**config.mk**
```make
export PLATFORM = sky130hd
export DESIGN_NAME = ram_arbiter
export DESIGN_NICKNAME = d
export VERILOG_FILES = /design/src/rtl/ram_arb_pkg.sv /design/src/rtl/rr_pick.sv /design/src/rtl/ram_arbiter.sv
export SDC_FILE = /design/constraint.sdc
export NUM_CORES = 1
export LEC_CHECK = 0
export CAP_MARGIN = 20
export CORE_MARGIN = 2
export CORE_UTILIZATION = 35
export DETAILED_ROUTE_END_ITERATION = 6
export PLACE_DENSITY = 0.87
export SKIP_LAST_GASP = 1
export SYNTH_ARGS = -nofsm -noshare
export SYNTH_HDL_FRONTEND = slang
export SYNTH_HIERARCHICAL = 1
export SYNTH_SLANG_ARGS = --single-unit
```
**constraint.sdc**
```tcl
create_clock -name clk -period 2.5 [get_ports clk]
set_input_delay 0.25 -clock clk [delete_from_list [all_inputs] [get_ports clk]]
set_output_delay 0.25 -clock clk [all_outputs]
set_load 0.01 [all_outputs]
```
**src/rtl/ram_arb_pkg.sv**
```systemverilog
// Shared constants for the system RAM arbiter: default geometry and requester indices.
// The lock feature is enabled by defining RAM_ARB_LOCK_EN.
package ram_arb_pkg;

    localparam int unsigned N_REQ_DEFAULT        = 3;
    localparam int unsigned AW_DEFAULT           = 12;
    localparam int unsigned DW_DEFAULT           = 8;
    localparam int unsigned LOCK_TIMEOUT_DEFAULT = 16;

    localparam int unsigned REQ_LOADER = 0;
    localparam int unsigned REQ_CPU    = 1;
    localparam int unsigned REQ_SPRITE = 2;

    // Width of a requester index; at least one bit even for a single requester.
    function automatic int unsigned idx_width(input int unsigned n);
        return (n > 1) ? $clog2(n) : 1;
    endfunction

endpackage

```
**src/rtl/rr_pick.sv**
```systemverilog
// Combinational round-robin picker: first set bit of mask at or after start, wrapping.
module rr_pick
    import ram_arb_pkg::*;
#(
    parameter int unsigned N_REQ = N_REQ_DEFAULT,
    localparam int unsigned IW   = idx_width(N_REQ)
) (
    input  logic [N_REQ-1:0] mask,
    input  logic [IW-1:0]    start,
    output logic [N_REQ-1:0] win,
    output logic             found
);

    always_comb begin
        int idx;
        idx   = 0;
        win   = '0;
        found = 1'b0;
        for (int k = 0; k < int'(N_REQ); k++) begin
            idx = (int'(start) + k) % int'(N_REQ);
            if (!found && mask[idx]) begin
                win[idx] = 1'b1;
                found    = 1'b1;
            end
        end
    end

endmodule

```
**src/rtl/ram_arbiter.sv**
```systemverilog
// Round-robin arbiter sharing the single-port system RAM; registered RAM port, read data
// routed back two cycles after the request wins. Optional ownership lock via RAM_ARB_LOCK_EN.
module ram_arbiter
    import ram_arb_pkg::*;
#(
    parameter int unsigned N_REQ = N_REQ_DEFAULT,
    parameter int unsigned AW    = AW_DEFAULT,
    parameter int unsigned DW    = DW_DEFAULT
`ifdef RAM_ARB_LOCK_EN
    , parameter int unsigned LOCK_TIMEOUT = LOCK_TIMEOUT_DEFAULT
`endif
) (
    input  logic                clk,
    input  logic                rst_n,
    input  logic [N_REQ-1:0]    req,
    input  logic [N_REQ-1:0]    req_we,
    input  logic [N_REQ*AW-1:0] req_addr,
    input  logic [N_REQ*DW-1:0] req_wdata,
`ifdef RAM_ARB_LOCK_EN
    input  logic [N_REQ-1:0]    req_lock,
`endif
    output logic [N_REQ-1:0]    gnt,
    output logic [N_REQ-1:0]    rvalid,
    output logic [DW-1:0]       rdata,
    output logic [AW-1:0]       ram_addr,
    output logic [DW-1:0]       ram_din,
    output logic                ram_we,
    input  logic [DW-1:0]       ram_dout
);

    localparam int unsigned IW = idx_width(N_REQ);

    logic [N_REQ-1:0] gnt_q, rvalid_q, rvalid_d, elig, win_oh;
    logic             found;
    logic [IW-1:0]    last_winner_q, start_idx, win_idx, rd_idx_q;
    logic [AW-1:0]    ram_addr_q, sel_addr;
    logic [DW-1:0]    ram_din_q, sel_wdata;
    logic             ram_we_q, sel_we, rd_issue_q;

`ifdef RAM_ARB_LOCK_EN
    logic          own_valid_q, own_valid_d, sel_lock;
    logic [IW-1:0] owner_q, owner_d;
    logic [4:0]    idle_cnt_q, idle_cnt_d;
`endif

    assign start_idx = (last_winner_q == IW'(N_REQ - 1)) ? '0 : last_winner_q + 1'b1;

    // A request whose grant is showing this cycle was already issued; do not issue it twice.
    always_comb begin
        elig = req & ~gnt_q;
`ifdef RAM_ARB_LOCK_EN
        if (own_valid_q) begin
            elig = elig & (N_REQ'(1) << owner_q);
        end
`endif
    end

    rr_pick #(
        .N_REQ (N_REQ)
    ) u_rr_pick (
        .mask  (elig),
        .start (start_idx),
        .win   (win_oh),
        .found (found)
    );

    always_comb begin
        win_idx   = '0;
        sel_addr  = '0;
        sel_wdata = '0;
        sel_we    = 1'b0;
`ifdef RAM_ARB_LOCK_EN
        sel_lock  = 1'b0;
`endif
        for (int i = 0; i < int'(N_REQ); i++) begin
            if (win_oh[i]) begin
                win_idx   = IW'(i);
                sel_addr  = req_addr[i*AW +: AW];
                sel_wdata = req_wdata[i*DW +: DW];
                sel_we    = req_we[i];
`ifdef RAM_ARB_LOCK_EN
                sel_lock  = req_lock[i];
`endif
            end
        end
    end

    always_comb begin
        rvalid_d = '0;
        if (rd_issue_q) begin
            rvalid_d[rd_idx_q] = 1'b1;
        end
    end

    always_ff @(posedge clk or negedge rst_n) begin
        if (!rst_n) begin
            gnt_q         <= '0;
            rvalid_q      <= '0;
            ram_addr_q    <= '0;
            ram_din_q     <= '0;
            ram_we_q      <= 1'b0;
            rd_issue_q    <= 1'b0;
            rd_idx_q      <= '0;
            last_winner_q <= IW'(N_REQ - 1);
        end else begin
            gnt_q      <= win_oh;
            ram_we_q   <= found & sel_we;
            rd_issue_q <= found & ~sel_we;
            rd_idx_q   <= win_idx;
            rvalid_q   <= rvalid_d;
            if (found) begin
                ram_addr_q    <= sel_addr;
                ram_din_q     <= sel_wdata;
                last_winner_q <= win_idx;
            end
        end
    end

`ifdef RAM_ARB_LOCK_EN
    // While locked only the owner can win, so any grant in that state is the owner's.
    always_comb begin
        own_valid_d = own_valid_q;
        owner_d     = owner_q;
        idle_cnt_d  = idle_cnt_q;
        if (own_valid_q) begin
            if (req[owner_q]) begin
                idle_cnt_d = '0;
            end else if (idle_cnt_q == 5'(LOCK_TIMEOUT - 1)) begin
                own_valid_d = 1'b0;
                idle_cnt_d  = '0;
            end else begin
                idle_cnt_d = idle_cnt_q + 5'd1;
            end
        end
        if (found) begin
            if (sel_lock) begin
                own_valid_d = 1'b1;
                owner_d     = win_idx;
                idle_cnt_d  = '0;
            end else if (own_valid_q) begin
                own_valid_d = 1'b0;
                idle_cnt_d  = '0;
            end
        end
    end

    always_ff @(posedge clk or negedge rst_n) begin
        if (!rst_n) begin
            own_valid_q <= 1'b0;
            owner_q     <= '0;
            idle_cnt_q  <= '0;
        end else begin
            own_valid_q <= own_valid_d;
            owner_q     <= owner_d;
            idle_cnt_q  <= idle_cnt_d;
        end
    end
`endif

    assign gnt      = gnt_q;
    assign rvalid   = rvalid_q;
    assign rdata    = (|rvalid_q) ? ram_dout : '0;
    assign ram_addr = ram_addr_q;
    assign ram_din  = ram_din_q;
    assign ram_we   = ram_we_q;

endmodule

```
After elaboration in Yosys (flattened, before gate mapping)
Index checks and enable logic that the tools add are counted.
Widths: inputs -> output; s select.
Cells by class
  reductions and logical operators: 9
  bitwise logic cells: 7
  div/mod/pow operators: 3
  add/sub/neg operators: 3
  order comparisons: 8
  muxes and demuxes: 37
  equal/unequal tests: 1
Operators with widths (number)
  $ge 32x1->1 const B: 3
  $lt 32x4->1 const B: 3
  $mod 32x3->32 const B: 2
  $mux 12: 3
  $mod 3x3->32 const B: 1
  $mux 8: 4
  $mux 1: 17
  $mux 3: 4
  $demux 1 s2: 4
  $bmux 1 s2: 3
  $logic_and 1x1->1: 6
  $or 3x3->3: 2
  $mux 2: 2
  $add 2x1->3 const B: 1
  $add 2x2->3 const B: 1
  $and 3x3->3: 1
  $lt 2x3->1 const B: 1
  $not 3->3: 1
  $reduce_or 3->1: 1
  $add 2x1->2 const B: 1
  $and 1x1->1: 2
  $eq 2x2->1 const B: 1
  $ge 2x1->1 const B: 1
  $logic_not 1->1: 2
  $not 1->1: 1
Word-level totals
  output and inout port bits: 35
  register bits after elaboration: 32
  word-level logic and storage cells: 76

Logic depth before layout (Yosys ltp)
  depth in word-level cells: 18
  depth in mapped cells: 13
  depth with buffers taken out: 10

Cells and area by module
Netlist, hierarchy kept.
By module, submodules not included
  ram_arbiter: times used 1, cells each 161, seq. area each 777.0 µm², area each 1626.6 µm²
  rr_pick: times used 1, cells each 41, seq. area each 0.0 µm², area each 307.8 µm²

Least setup slack after synthesis
OpenSTA, ideal clock, no wires.
  path kind: reg2reg
  start: reg last_winner_q[1]
  end: reg ram_addr_q[9] (netlist: ram_addr[9])
  clock period less this slack: 2455 ps
  data arrival time: 2330 ps
  cell stages (with the launch flop): 13
  setup slack: 45 ps
  data required time: 2375 ps
  path through: dfstp_2 -> nor2_1 -> inv_1 -> ha_1 -> mux2i_1 -> a2bb2oi_2 -> o21ai_1 -> o21ai_1 -> buf_6 -> nor2b_2 -> buf_6 -> a221oi_2 -> o2bb2ai_1
On the way
  cells in the longest elaborated chain, start to end: 16
  elaborated cells between the ends (all ways): 47
  classes of those cells: add/sub: 3; div: 3; order compare: 6; eq/ne: 1; mux: 25; bitwise: 2; reduce/logical: 7
RTL lines
  start, declared: line ram_arbiter.sv:35  | logic [IW-1:0] last_winner_q, start_idx, win_idx, rd_idx_q;
  start signal, assigned: line ram_arbiter.sv:104  | last_winner_q <= IW'(N_REQ - 1);
  start signal, assigned: line ram_arbiter.sv:114  | last_winner_q <= win_idx;
  $eq 2x2->1 *: line ram_arbiter.sv:46  | assign start_idx = (last_winner_q == IW'(N_REQ - 1)) ? '0 : last_winner_q + 1'b1;
  $mux 2 *: line ram_arbiter.sv:46
  named net start_idx[0]: line ram_arbiter.sv:35
  branches (longest 14 deep; another with $mod 32x3->32)
  end signal, assigned: line ram_arbiter.sv:112  | ram_addr_q <= sel_addr;
  end, declared: line ram_arbiter.sv:36  | logic [AW-1:0] ram_addr_q, sel_addr;
Mark *: on every way through the listed nets, which the timed path passes. The select of a mux whose other input is x is not followed.
A chain may end at the register's enable or synchronous reset.

Worst setup path in the final report
  start: reg last_winner_q[1]
  end: reg ram_addr_q[2] (netlist: ram_addr[2])
On the way
  cells in the longest elaborated chain, start to end: 16
  elaborated cells between the ends (all ways): 47
  classes of those cells: add/sub: 3; div: 3; order compare: 6; eq/ne: 1; mux: 25; bitwise: 2; reduce/logical: 7
RTL lines
  $add 2x1->2 / $eq 2x2->1 (equally long branches): line ram_arbiter.sv:46
  $mux 2 *: line ram_arbiter.sv:46
  named net start_idx[1]: line ram_arbiter.sv:35
  branches (longest 10 deep; another with $mod 32x3->32)
  $mux 3 *: line rr_pick.sv:21  | if (!found && mask[idx]) begin
  named net win_oh[0]: line ram_arbiter.sv:33  | logic [N_REQ-1:0] gnt_q, rvalid_q, rvalid_d, elig, win_oh;
  $mux 12 * (3 in a row): line ram_arbiter.sv:76  | if (win_oh[i]) begin
Marks and branches as above.

==> flow_summary_export.csv <==
group,metric,value,unit
outcome,status,"finished with violations",
outcome,violations,"negative setup slack",
cts,clk_latency,0.29,ns
timing,skew,0.00640,ns
power_and_ir_drop,p_per_area,1500,mW/mm^2
finish,seqCellArea,777,um^2
die,die_area,0.00614,mm^2
finish,area_growth,78.0,%
die,num_rows,27,
worst_setup_path,endpoint_kind,"register",
timing,fmax,0.389,GHz
worst_setup_path,ff2ff_path_depth,10,
die,io_pins,111,
logic_synthesis,ys_ff_latch,31,
logic_synthesis,yosysSeqAreaShare,40.2,%
worst_setup_path,cpPeakStageDelay,0.59,ns
global_route,grt_pass1_vias,2121,
cts,htreeDepth,2,
timing,maxSlewHeadroom,52.9,%
logic_synthesis,postSynthNetCount,282,
cts,cts-root-buf,"clkbuf_8",
finish,final_nets,407,
logic_synthesis,synth_warnings,6,
cts,cts_buffer_depth,2,
global_route,antenna_found_initial,0,
die,start_util,35.8,%
timing,layout_min_cycle_time,2.57,ns
cts,cts-buffers-inserted,5,
logic_synthesis,synth_area,0.00193,mm^2
finish,drive_gt1_share,19.5,%
timing,setup_slack,-0.0715,ns
worst_setup_path,cp-endpoint,"ram_addr[2]$_DFFE_PN0P_",
global_route,grt_pass1_wl,9.78,mm
finish,multi_input_area,0.00115,mm^2
timing,fin_tns_setup,-0.398,ns
job,maxCapViolCount,0,
route,viasPerCell,5.30,
finish,fill_cells,435,
finish,final_common_cell,"clkdlybuf4s50_1",
power_and_ir_drop,vdd_drop_max,683,uV
worst_setup_path,timing.rr.end,"ram_addr[2]$_DFFE_PN0P_",
place,io_buffers,110,
global_route,overflow,0,
place,place_congestion,0.831,
min_path,worstHoldPathType,"input pin to async pin",
worst_setup_path,critPathBufInv,1,
worst_setup_path,critPathMaxFanout,5,
worst_setup_path,required,2.70,ns
worst_setup_path,cp-start-kind,"register",
route,drc,0,
worst_setup_path,r2r_slack,-0.07,ns
die,core_area,0.00541,mm^2
cts,clk_pin_slew_worst_paths,0.07,ns
route,wl,6.50,mm
finish,diodes,0,
worst_setup_path,worstPathArrival,2.77,ns
global_route,track_usage,20.3,%
timing,finalHoldViolCount,0,
worst_setup_path,r2r_start,"last_winner_q[1]$_DFFE_PN1P_",
worst_setup_path,cp_slowest_cell,"dfstp_2",
timing,worstMarginPinSlew,0.700,ns
route,first_pass_iters,4,
worst_setup_path,path_cells,"nor2b_4 > ha_4 > mux2i_2 > nor2_2 > nand4b_1 > a31oi_2 > nor3b_4 > buf_6 > a21oi_2 > a31oi_1",
place,dp_cells,384,
logic_synthesis,synth_largest_area_cell,"dfrtp_1",
logic_synthesis,syn_inst,202,
global_route,grt_max_degree,32,
die,die_w,78.3,um
place,hpwlAfterDp,4.60,mm
route,drtIter0Drc,143,
finish,fin_cells,400,
timing,rsz0062_at_grt,"yes",
worst_setup_path,worstSetupStartpoint,"last_winner_q[1]$_DFFE_PN1P_",
die,die_height,78.3,um
route,avgRoutedWirePerCell,16.2,um
power_and_ir_drop,p_leak,0.00138,uW
cts,tritoncts,"built",
worst_setup_path,crit_type,"register to register",
logic_synthesis,synth_top_area_share,38.8,%
worst_setup_path,path_depth,10,
route,ant_nets,0,
cts,holdBufCountCts,0,
route,num_vias,2120,
logic_synthesis,synth_area_leaders,"dfrtp_1 (39%), a221oi_2 (5.4%), nand3b_1 (5.4%)",
timing,slew_violations,0,
cts,cts.sinks,31,
worst_setup_path,critPathTopFamily,"simple AND/OR/NAND/NOR gates",
finish,mostFrequentLayoutCells,"clkdlybuf4s50_1 (110), dfrtp_1 (30), nor2_1 (24)",
logic_synthesis,avgSynthCellArea,9.58,um^2
timing,setup_violations,16,
timing,fin_crit_sh,103,%
logic_synthesis,yosysUniqueCellTypes,42,
## routing by layer
metal | up-vias | GRT usage [%] | share of wire [%]
li1 | 975 | - | -
met1 | 998 | 22.2 | 36
met2 | 124 | 34.8 | 51
met3 | 23 | 6.21 | 8.0
met4 | 0 | 11.8 | 4.1
met5 | - | 0 | 0
## sequential cells by signal (all words and copies together), names as in the netlist
signal and cells:
ram_addr 12, ram_din 8, gnt 3, rvalid 3, last_winner_q 2, ram_we 1, rd_idx_q 1, rd_issue_q 1
## synthesized netlist by cell type
master and count:
ha_1 4, clkbuf_4 1, a2bb2oi_2 1, a221oi_2 7, dfrtp_1 30, o21bai_1 1, nand3_1 1, a21o_1 1
dfstp_2 1, buf_1 1, clkbuf_1 3, nor3b_1 2, nor3b_4 1, buf_6 7, o211a_1 1, nand2b_1 2
and2b_1 3, mux2i_1 4, nand2_1 14, o22ai_1 1, nor2b_2 1, nand3b_1 14, o2bb2ai_1 7, inv_2 1
a21boi_1 1, o21ai_1 3, o22ai_2 1, mux2_2 2, nor2b_1 11, nand4b_1 1, buf_4 1, and3b_1 2
and4_1 1, inv_1 4, a21boi_0 1, a21oi_1 16, nor3_1 1, and2_1 2, buf_2 4, a31oi_1 15
a211o_1 1, nor2_1 26
## cells by family (layout without fill, tap and decap cells)
logic type	after synthesis	in the layout	share of synthesized area, %
adders and majority gates	4	4	2.59
AOI/OAI and AO/OA	57	57	22.6
muxes	6	6	3.23
DFF	31	31	40.2
buffers and inverters	22	148	7.63
and+or+nand+nor	82	82	23.7
## worst min path at each step
stage | to | slack, ns | startpoint
after floorplan | gnt[0]$_DFF_PN0_ | -0.05 | rst_n
after global placement | rvalid[0]$_DFF_PN0_ | 0.46 | rd_idx_q[0]$_DFF_PN0_
after detailed placement | rvalid[0]$_DFF_PN0_ | 0.47 | rd_idx_q[0]$_DFF_PN0_
after CTS | ram_addr[2]$_DFFE_PN0P_ | 0.37 | rst_n
after global routing | ram_addr[0]$_DFFE_PN0P_ | 0.39 | rst_n
final | ram_addr[2]$_DFFE_PN0P_ | 0.36 | rst_n
## worst register-to-register path, stage by stage, from the launching register on
cell and delay, ns:
dfstp_2 0.59, nor2b_4 0.08, ha_4 0.29, mux2i_2 0.23, nor2_2 0.09, nand4b_1 0.19
a31oi_2 0.23, nor3b_4 0.37, buf_6 0.18, a21oi_2 0.06, a31oi_1 0.19
## through the flow
step | area [um^2] | power, uW | util [%] | worst slack [ns] | hold slack, ns
6_report | 3440 | 5160 | 63.7 | -0.0715 | 0.356
5_1_grt | 3440 | 5550 | 63.7 | -0.216 | 0.385
4_1_cts | 3270 | 4710 | 60.5 | 0.00201 | 0.368
3_5_place_dp | 3140 | 4200 | 58.1 | -0.180 | 0.465
3_3_place_gp | 3140 | 4090 | 58.1 | -0.0261 | 0.462
2_1_floorplan | 1930 | 3060 | - | 0.0448 | -0.0456
## power by group
part / switching [uW] / internal (uW) / leakage [uW]
registers: 141 / 781 / 0.000382
logic: 1860 / 2010 / 0.000952
clock network: 182 / 195 / 0.0000422
total: 2180 / 2980 / 0.00138
## layout make-up
type	instances	area share, %
Timing Repair Buffer	135	38.6
Multi-Input combinational cell	149	33.3
Sequential cell	31	22.6
Tap cell	72	2.62
Clock buffer	7	2.22
Inverter	5	0.618
Clock inverter	1	0.145
## timing repair
item,in CTS,in global routing
cloned,0,1
pin swaps,2,23
setup endpoints to repair,23,23
gates resized for setup,11,26
buffers inserted,2,5
(Power assumes the default switching activity.)
